### src/rtl/tdc_pkg.sv
// Shared types and helpers for the tapped-delay-line TDC blocks.
package tdc_pkg;

    typedef enum logic [2:0] {
        ST_IDLE    = 3'd0,
        ST_CLEAR   = 3'd1,
        ST_LAUNCH  = 3'd2,
        ST_SETTLE  = 3'd3,
        ST_CAPTURE = 3'd4,
        ST_DONE    = 3'd5
    } tdc_state_e;

    // Tap-count width: must hold every value 0..n_delay inclusive.
    function automatic int tdc_code_w(input int n_delay);
        return $clog2(n_delay) + 1;
    endfunction

endpackage

### src/rtl/tdc_therm_decode.sv
// Thermometer-code decoder: tap count plus bubble and saturation flags.
module tdc_therm_decode
    import tdc_pkg::*;
#(
    parameter int N_DELAY = 32,
    parameter int CODE_W  = tdc_code_w(N_DELAY)
) (
    input  logic [N_DELAY-1:0] code_i,
    output logic [CODE_W-1:0]  cnt_o,
    output logic               bubble_o,
    output logic               sat_o
);

    always_comb begin
        cnt_o = '0;
        for (int i = 0; i < N_DELAY; i++) begin
            cnt_o = cnt_o + CODE_W'(code_i[i]);
        end
    end

    // A clean code is 0..01..1; adding one then clears every set bit.
    assign bubble_o = (code_i & (code_i + N_DELAY'(1))) != '0;
    assign sat_o    = &code_i;

endmodule

### src/rtl/tdc_meas_ctrl.sv
// Measurement sequencer: runs 2^LOG_AVG clear/launch/settle/capture cycles
// on the delay line and returns sum/min/max of the decoded tap counts.
//
// state   | meaning
// --------+-----------------------------------------------------------
// IDLE    | line held clear, waiting for a request
// CLEAR   | one cycle of clear before each launch
// LAUNCH  | start edge into the delay line
// SETTLE  | start held SETTLE_CYC cycles while the edge propagates
// CAPTURE | code sampled and folded into the accumulators
// DONE    | result presented until consumed
module tdc_meas_ctrl
    import tdc_pkg::*;
#(
    parameter int N_DELAY    = 32,
    parameter int CODE_W     = tdc_code_w(N_DELAY),
    parameter int SETTLE_CYC = 2,
    parameter int LOG_AVG    = 2,
    parameter int SUM_W      = CODE_W + LOG_AVG
) (
    input  logic               clk_i,
    input  logic               rst_n_i,
    input  logic               req_valid_i,
    output logic               req_ready_o,
    output logic               tdc_clear_o,
    output logic               tdc_start_o,
    input  logic [N_DELAY-1:0] tdc_code_i,
    output logic               res_valid_o,
    input  logic               res_ready_i,
    output logic [SUM_W-1:0]   res_sum_o,
    output logic [CODE_W-1:0]  res_min_o,
    output logic [CODE_W-1:0]  res_max_o,
    output logic               res_bubble_o,
    output logic               res_sat_o
);

    localparam int SMP_W    = (LOG_AVG > 0) ? LOG_AVG : 1;
    localparam int SET_W    = (SETTLE_CYC > 1) ? $clog2(SETTLE_CYC) : 1;
    localparam int SET_LOAD = (SETTLE_CYC > 0) ? SETTLE_CYC - 1 : 0;

    localparam logic [SMP_W-1:0] SMP_LAST = SMP_W'((1 << LOG_AVG) - 1);

    tdc_state_e          state_q, state_d;
    logic [SMP_W-1:0]    smp_cnt_q, smp_cnt_d;
    logic [SET_W-1:0]    set_cnt_q, set_cnt_d;
    logic [SUM_W-1:0]    sum_q, sum_d;
    logic [CODE_W-1:0]   min_q, min_d;
    logic [CODE_W-1:0]   max_q, max_d;
    logic                bubble_q, bubble_d;
    logic                sat_q, sat_d;

    logic [CODE_W-1:0]   dec_cnt;
    logic                dec_bubble;
    logic                dec_sat;

    tdc_therm_decode #(
        .N_DELAY (N_DELAY),
        .CODE_W  (CODE_W)
    ) u_decode (
        .code_i   (tdc_code_i),
        .cnt_o    (dec_cnt),
        .bubble_o (dec_bubble),
        .sat_o    (dec_sat)
    );

    always_comb begin
        state_d     = state_q;
        smp_cnt_d   = smp_cnt_q;
        set_cnt_d   = set_cnt_q;
        sum_d       = sum_q;
        min_d       = min_q;
        max_d       = max_q;
        bubble_d    = bubble_q;
        sat_d       = sat_q;
        req_ready_o = 1'b0;
        tdc_clear_o = 1'b1;
        tdc_start_o = 1'b0;
        res_valid_o = 1'b0;

        case (state_q)
            ST_IDLE: begin
                req_ready_o = 1'b1;
                if (req_valid_i) begin
                    sum_d     = '0;
                    min_d     = '1;
                    max_d     = '0;
                    bubble_d  = 1'b0;
                    sat_d     = 1'b0;
                    smp_cnt_d = '0;
                    state_d   = ST_CLEAR;
                end
            end
            ST_CLEAR: begin
                state_d = ST_LAUNCH;
            end
            ST_LAUNCH: begin
                tdc_clear_o = 1'b0;
                tdc_start_o = 1'b1;
                set_cnt_d   = SET_W'(SET_LOAD);
                state_d     = (SETTLE_CYC > 0) ? ST_SETTLE : ST_CAPTURE;
            end
            ST_SETTLE: begin
                tdc_clear_o = 1'b0;
                tdc_start_o = 1'b1;
                if (set_cnt_q == '0) begin
                    state_d = ST_CAPTURE;
                end else begin
                    set_cnt_d = set_cnt_q - SET_W'(1);
                end
            end
            ST_CAPTURE: begin
                tdc_clear_o = 1'b0;
                tdc_start_o = 1'b1;
                sum_d       = sum_q + SUM_W'(dec_cnt);
                min_d       = (dec_cnt < min_q) ? dec_cnt : min_q;
                max_d       = (dec_cnt > max_q) ? dec_cnt : max_q;
                bubble_d    = bubble_q | dec_bubble;
                sat_d       = sat_q | dec_sat;
                if (smp_cnt_q == SMP_LAST) begin
                    state_d = ST_DONE;
                end else begin
                    smp_cnt_d = smp_cnt_q + SMP_W'(1);
                    state_d   = ST_CLEAR;
                end
            end
            ST_DONE: begin
                res_valid_o = 1'b1;
                if (res_ready_i) begin
                    state_d = ST_IDLE;
                end
            end
            default: begin
                state_d = ST_IDLE;
            end
        endcase
    end

    always_ff @(posedge clk_i) begin
        if (!rst_n_i) begin
            state_q   <= ST_IDLE;
            smp_cnt_q <= '0;
            set_cnt_q <= '0;
            sum_q     <= '0;
            min_q     <= '1;
            max_q     <= '0;
            bubble_q  <= 1'b0;
            sat_q     <= 1'b0;
        end else begin
            state_q   <= state_d;
            smp_cnt_q <= smp_cnt_d;
            set_cnt_q <= set_cnt_d;
            sum_q     <= sum_d;
            min_q     <= min_d;
            max_q     <= max_d;
            bubble_q  <= bubble_d;
            sat_q     <= sat_d;
        end
    end

    assign res_sum_o    = sum_q;
    assign res_min_o    = min_q;
    assign res_max_o    = max_q;
    assign res_bubble_o = bubble_q;
    assign res_sat_o    = sat_q;

endmodule

### config.mk
export PLATFORM = sky130hd
export DESIGN_NAME = tdc_meas_ctrl
export DESIGN_NICKNAME = d
export VERILOG_FILES = /design/src/rtl/tdc_pkg.sv /design/src/rtl/tdc_therm_decode.sv /design/src/rtl/tdc_meas_ctrl.sv
export SDC_FILE = /design/constraint.sdc
export NUM_CORES = 1
export LEC_CHECK = 0
export CAP_MARGIN = 20
export CELL_PAD_IN_SITES_DETAIL_PLACEMENT = 1
export CELL_PAD_IN_SITES_GLOBAL_PLACEMENT = 2
export CORE_MARGIN = 5
export CORE_UTILIZATION = 31
export DETAILED_ROUTE_END_ITERATION = 10
export PLACE_DENSITY_LB_ADDON = 0.2
export SETUP_SLACK_MARGIN = 0.4
export SLEW_MARGIN = 0
export SYNTH_ARGS = -nofsm -noshare
export SYNTH_HDL_FRONTEND = slang
export SYNTH_HIERARCHICAL = 1
export SYNTH_SLANG_ARGS = --single-unit
### constraint.sdc
create_clock -name clk_i -period 9 [get_ports clk_i]
set_clock_uncertainty 0.2 [all_clocks]
set_input_delay 1.35 -clock clk_i [delete_from_list [all_inputs] [get_ports clk_i]]
set_output_delay 1.35 -clock clk_i [all_outputs]
set_load 0.02 [all_outputs]
Word level (Yosys, flattened, before mapping)
Index checks and enable logic that the tools add are counted.
Widths: inputs -> output; s select.

word-level totals
  bits in read-only memories = 0
  bits in writable memories = 0
  bits of input ports = 36
  memories = 0
  word-level logic and storage cells = 96
  flip-flop bits (word level) = 28
  output and inout port bits = 26
  latch bits = 0

operators by class
  $lt $le $gt $ge = 2
  bitwise operators = 3
  divide/modulo/power cells = 0
  reductions and logical operators = 11
  multiplexer cells = 25
  equality and inequality tests = 12
  multipliers = 0
  $add $sub $neg = 35
  shift-type cells = 0

operator list
  cell                   count
  $add 6x1->6            30
  $add 32x1->32 const B  1
  $and 32x32->32         1
  $reduce_and 32->1      1
  $reduce_bool 32->1     1
  $mux 6                 4
  $pmux 6 s2             2
  $pmux 3 s6             1
  $pmux 8 s2             1
  $mux 3                 4
  $ne 2x2->1 const B     6
  $reduce_and 3->1       4
  $add 8x6->8            1
  $mux 8                 1
  $eq 3x2->1 const B     2
  $eq 3x3->1 const B     2
  $gt 6x6->1             1
  $lt 6x6->1             1
  $mux 1                 6
  $pmux 1 s2             3
  $mux 2                 2
  $pmux 2 s2             1
  $reduce_bool 2->1      2
  $eq 3x1->1 const B     1
  other kinds (8)        9

Depth between registers and ports, before layout
  word-level depth = 34
  gate-level depth with buffers = 21
  mapped depth without buffers = 21

Hierarchy
The synthesis kept the hierarchy.

by module, submodules not included
  module            area each (µm²)  instances  seq. area each (µm²)  cells each
  tdc_meas_ctrl     1796.7           1          560.5                 209
  tdc_therm_decode  1231.2           1          0.0                   150

Worst setup path before layout
Ideal clock, no wire load.

  path kind = input port to flip-flop
  start = in tdc_code_i[0]
  end = reg max_q[0], in the netlist res_max_o[0]
  setup slack = 1.984 ns
  buffers on the path = 0
  stages = 21
  required time = 8.726 ns
  setup time = 0.074 ns
  arrival time = 6.742 ns
  path through = inv_1 -> fa_1 -> fa_1 -> fa_1 -> fa_1 -> fa_1 -> fa_1 -> inv_1 -> ha_1 -> inv_1 -> fa_1 -> inv_1 -> a21o_1 -> a21oi_1 -> xnor2_1 -> ha_1 -> and4_1 -> o21ai_0 -> o211ai_1 -> a32oi_2 -> mux2i_1

on the way
  longest elaborated chain between the ends = 34
  elaborated cells on any way between the ends = 36
  those cells by class = add/sub: 31; order compare: 1; eq/ne: 1; mux: 2; reduce/logical: 1

RTL lines
  element                     RTL line                RTL
  start: declaration          tdc_meas_ctrl.sv:27     input logic [N_DELAY-1:0] tdc_code_i,
  $add 1x1->2                 tdc_therm_decode.sv:17  cnt_o = cnt_o + CODE_W'(code_i[i]);
  $add 6x1->6 (30 in series)  tdc_therm_decode.sv:17
  net dec_cnt[4]              tdc_meas_ctrl.sv:52     logic [CODE_W-1:0] dec_cnt;
  $gt 6x6->1                  tdc_meas_ctrl.sv:116    max_d = (dec_cnt > max_q) ? dec_cnt : max_q;
  $ne 2x2->1 (no line)        n/a
  $reduce_and 3->1 (no line)  n/a
  end signal: assignment      tdc_meas_ctrl.sv:154    max_q <= max_d;
  end: declaration            tdc_meas_ctrl.sv:48     logic [CODE_W-1:0] max_q, max_d;

The timed path passes the listed nets, and every way through them passes these cells. The select of a mux whose other input is x is not followed.
A chain may end at the register's enable or synchronous reset.

Worst setup path after layout
  start = in tdc_code_i[0]
  end = reg max_q[2], in the netlist res_max_o[2]

The elaborated chain is that of the path after synthesis.

==> results.tsv <==
stage	metric	value	unit
sta	worst hold margin	0.278	ns
power	power per cell area	410	mW/mm2
layout	nets	503	
clocking	Post-CTS Setup Bufs	0	
synthesis	post-synthesis sequential area ratio	0.185	
floorplan	I/O pin cnt	62	
placement	dpl ws	0.892	ns
sta	maximum clock frequency	128	MHz
floorplan	Initial Utilization	0.314	
detailed_routing	# DRC	0	
setup_path	CP arrival	7.83	ns
layout	most frequent cells in the layout	64 x inv_1, 61 x clkdlybuf4s50_1, 29 x nand2_1, 28 x dfxtp_1, 27 x ha_1	
detailed_routing	Pre-antenna DRT Iters	4	
synthesis	Syn Nets	447	
synthesis	post-synthesis register bit count	28	
detailed_routing	Avg WL per Cell	15.6	um
power	Seq pwr share	0.100	
setup_path	slowest CP cell	fa_1	
power	clock share of power	0.066	
detailed_routing	met3 WL	165	um
setup_path	most frequent CP cell	fa_1	
layout	most common cell after layout, fill and taps aside	inv_1	
grt	initial antenna violation count	0	
synthesis	Yosys top cell by area	dfxtp_1	
detailed_routing	highest metal used	met4	
setup_path	crit path max fanout	6	
power	Peak VDD IR	0.000308	V
setup_path	WP depth	22	
sta	Final min period	7.81	ns
clocking	clock-pin slew on the worst setup and hold paths	0.10	ns
setup_path	Worst path max stage delay	0.59	ns
sta	slew at the pin closest to its max-slew limit	0.647	ns
grt	first-pass GRT wire length	14000	um
power	Switching Share	0.537	
sta	Final WS setup	1.19	ns
grt	vias in the first global route	2804	
run	Max Cap Viol	0	
power	switching power	843	uW
synthesis	top-area cell type share of the netlist area	0.185	
clocking	CTS max path bufs	2	
synthesis	Mapped Avg Cell Area	8.43	um2
placement	input/output buffers	61	
outcome	status	finished clean	
layout	share of post-route cells with drive strength above 1	0.0556	
synthesis	Cells after Synth	359	
min_path	Hold Crit Depth	2	
sta	setup TNS	0	ns
clocking	post-CTS resize count	0	
detailed_routing	routed metal-1 wirelength	4080	um
setup_path	CP Cell Sequence	clkdlybuf4s50_1 -> inv_1 -> fa_1 -> fa_1 -> fa_1 -> fa_1 -> fa_1 -> fa_1 -> inv_1 -> ha_1 -> inv_1 -> fa_1 -> inv_1 -> a21o_1 -> a21oi_1 -> xnor2_1 -> ha_1 -> and4_1 -> o21ai_0 -> o211ai_1 -> a32oi_2 -> mux2i_1	
clocking	total CTS buffers	3	
clocking	CTS sink count	28	
sta	period utilization	0.868	
floorplan	die span in x	109	um
floorplan	Die Height	109	um
synthesis	number of library cell types mapped by synthesis	58	
sta	final slew viol count	0	
floorplan	Core Box Area	0.00964	mm2
floorplan	num rows	36	
detailed_routing	vias per cell	4.92	
setup_path	crit path buf inv count	5	
synthesis	Most used DFF post-synth	dfxtp_1	
clocking	CTS tree	done	
power	P_int	728	uW
setup_path	Required @ worst endpoint	9.02	ns
sta	Final setup viols	0	
detailed_routing	metal2 WL	4200	um
grt	Total Routing Usage GR	0.149	
synthesis	largest cells by area after synthesis	dfxtp_1 19%, fa_1 17%, ha_1 11%	
floorplan	die area	0.0118	mm2
clocking	H-tree levels	1	
layout	P&R area growth vs syn	26.4	%
sta	RSZ-0062 raised after global routing	false	
layout	ANT cells	0	
placement	HPWL after DPL	7040	um
setup_path	Worst Setup Path Type	primary input to flip-flop	
detailed_routing	1st-iter DRT viols	84	
setup_path	Setup crit end kind	flip-flop	
sta	Slew headroom	0.566	
grt	largest net degree at the start of global routing	41	
power	Comb pwr share	0.834	
detailed_routing	ANT nets after route	0	
grt	aggregate global routing overflow	0	
min_path	Hold/Removal Path Class	flip-flop to flip-flop	
detailed_routing	WL final	8510	um
synthesis	Async S/R FF share, synth	0	
power	Leak	0.00168	uW
detailed_routing	routed via count	2692	
synthesis	netlist area before placement	0.00303	mm2
sta	final hold violations	0	
setup_path	reg2reg path depth	5	
setup_path	CP startpoint kind	primary input	
setup_path	CP delay by family, top	adder cells	
clocking	clock latency on the worst-skew pair	0.29	ns
clocking	Hold-fix buffers, CTS	0	
clocking	clock root cell	clkbuf_8	
synthesis	EDFF count, synth	0	
synthesis	YS warnings	6	
placement	Final GP Congestion	0.788	
## layer usage
layer  up-vias  GRT usage
li1       1345          -
met1      1318      0.205
met2        24      0.255
met3         5     0.0172
met4         0     0.0243
met5         -          0
## power by group through the flow
stage	Sequential [uW]	Clock, uW	Combinational (uW)
after floorplan	164	0	962
after global placement	160	0	1290
after detailed placement	160	0	1330
after CTS	157	109	1340
after global routing	160	114	1530
final	157	104	1310
## tightest hold or removal path, delay by kind of cell, from the launching register on
family	cells	cell delay [ns]
flops	1	0.34
simple gates	1	0.07
compound gates	1	0.04
## path summary, 6_finish.rpt
| kind | start | end | slack [ns] |
|---|---|---|---|
| hold reg to reg | res_sat_o | res_sat_o | 0.28 |
| setup / recovery | tdc_code_i[0] | res_max_o[2] | 1.19 |
| hold / removal | res_sat_o | res_sat_o | 0.28 |
| setup reg to reg | state_q[2] | res_min_o[0] | 6.61 |
## synth_stat cells (2+ instances only)
cell type	count
a31oi_1	4
nor3b_1	6
dfxtp_1	28
a21oi_1	18
xor2_1	2
nand2b_1	2
nand4_1	4
o21ai_1	2
nor2b_1	10
nor4b_1	2
a22oi_1	9
fa_1	25
buf_2	2
inv_1	64
a21o_1	7
clkbuf_1	7
and4_1	5
or3b_1	2
ha_1	27
and4_4	2
mux2i_1	9
nand4_2	2
nor3_1	7
a211oi_1	3
o21ai_0	11
nor2_1	14
a21oi_2	5
nand2_1	29
a2111oi_0	2
nand3_1	15
and2_1	4
xnor2_1	4
## kinds of logic (layout without fill, tap and decap cells)
logic type      count (synthesis)  in the layout  share of synthesized area
buf+inv                        75            130                     0.0975
simple gates                  110            110                      0.208
fa+ha+maj                      52             52                      0.277
flops                          28             28                      0.185
mux                            10             10                     0.0335
compound gates                 78             78                      0.181
xor+xnor                        6              6                     0.0174
## layout make-up
| class | instances | area, um2 |
|---|---|---|
| Tap cell | 133 | 166 |
| Fill cell | 1175 | 5810 |
| Sequential cell | 28 | 561 |
| Clock buffer | 3 | 41.3 |
| Multi-Input combinational cell | 256 | 2170 |
| Timing Repair Buffer | 62 | 618 |
| Clock inverter | 1 | 30.0 |
| Inverter | 64 | 240 |
## per-stage QoR
stage / instances / cell area (um2) / util / total power [uW]
final: 547 / 3830 / 0.397 / 1570
after global routing: 547 / 3830 / 0.397 / 1800
after CTS: 547 / 3830 / 0.397 / 1610
after detailed placement: 543 / 3760 / 0.390 / 1490
after global placement: 543 / 3760 / 0.390 / 1450
after floorplan: 359 / 3030 / - / 1130
## sequential cells by signal, indices dropped and copies added (netlist names)
signal	cells
res_bubble_o	1
res_max_o	6
res_min_o	6
res_sat_o	1
res_sum_o	8
set_cnt_q	1
smp_cnt_q	2
state_q	3
Power figures use the tool's default switching activity.
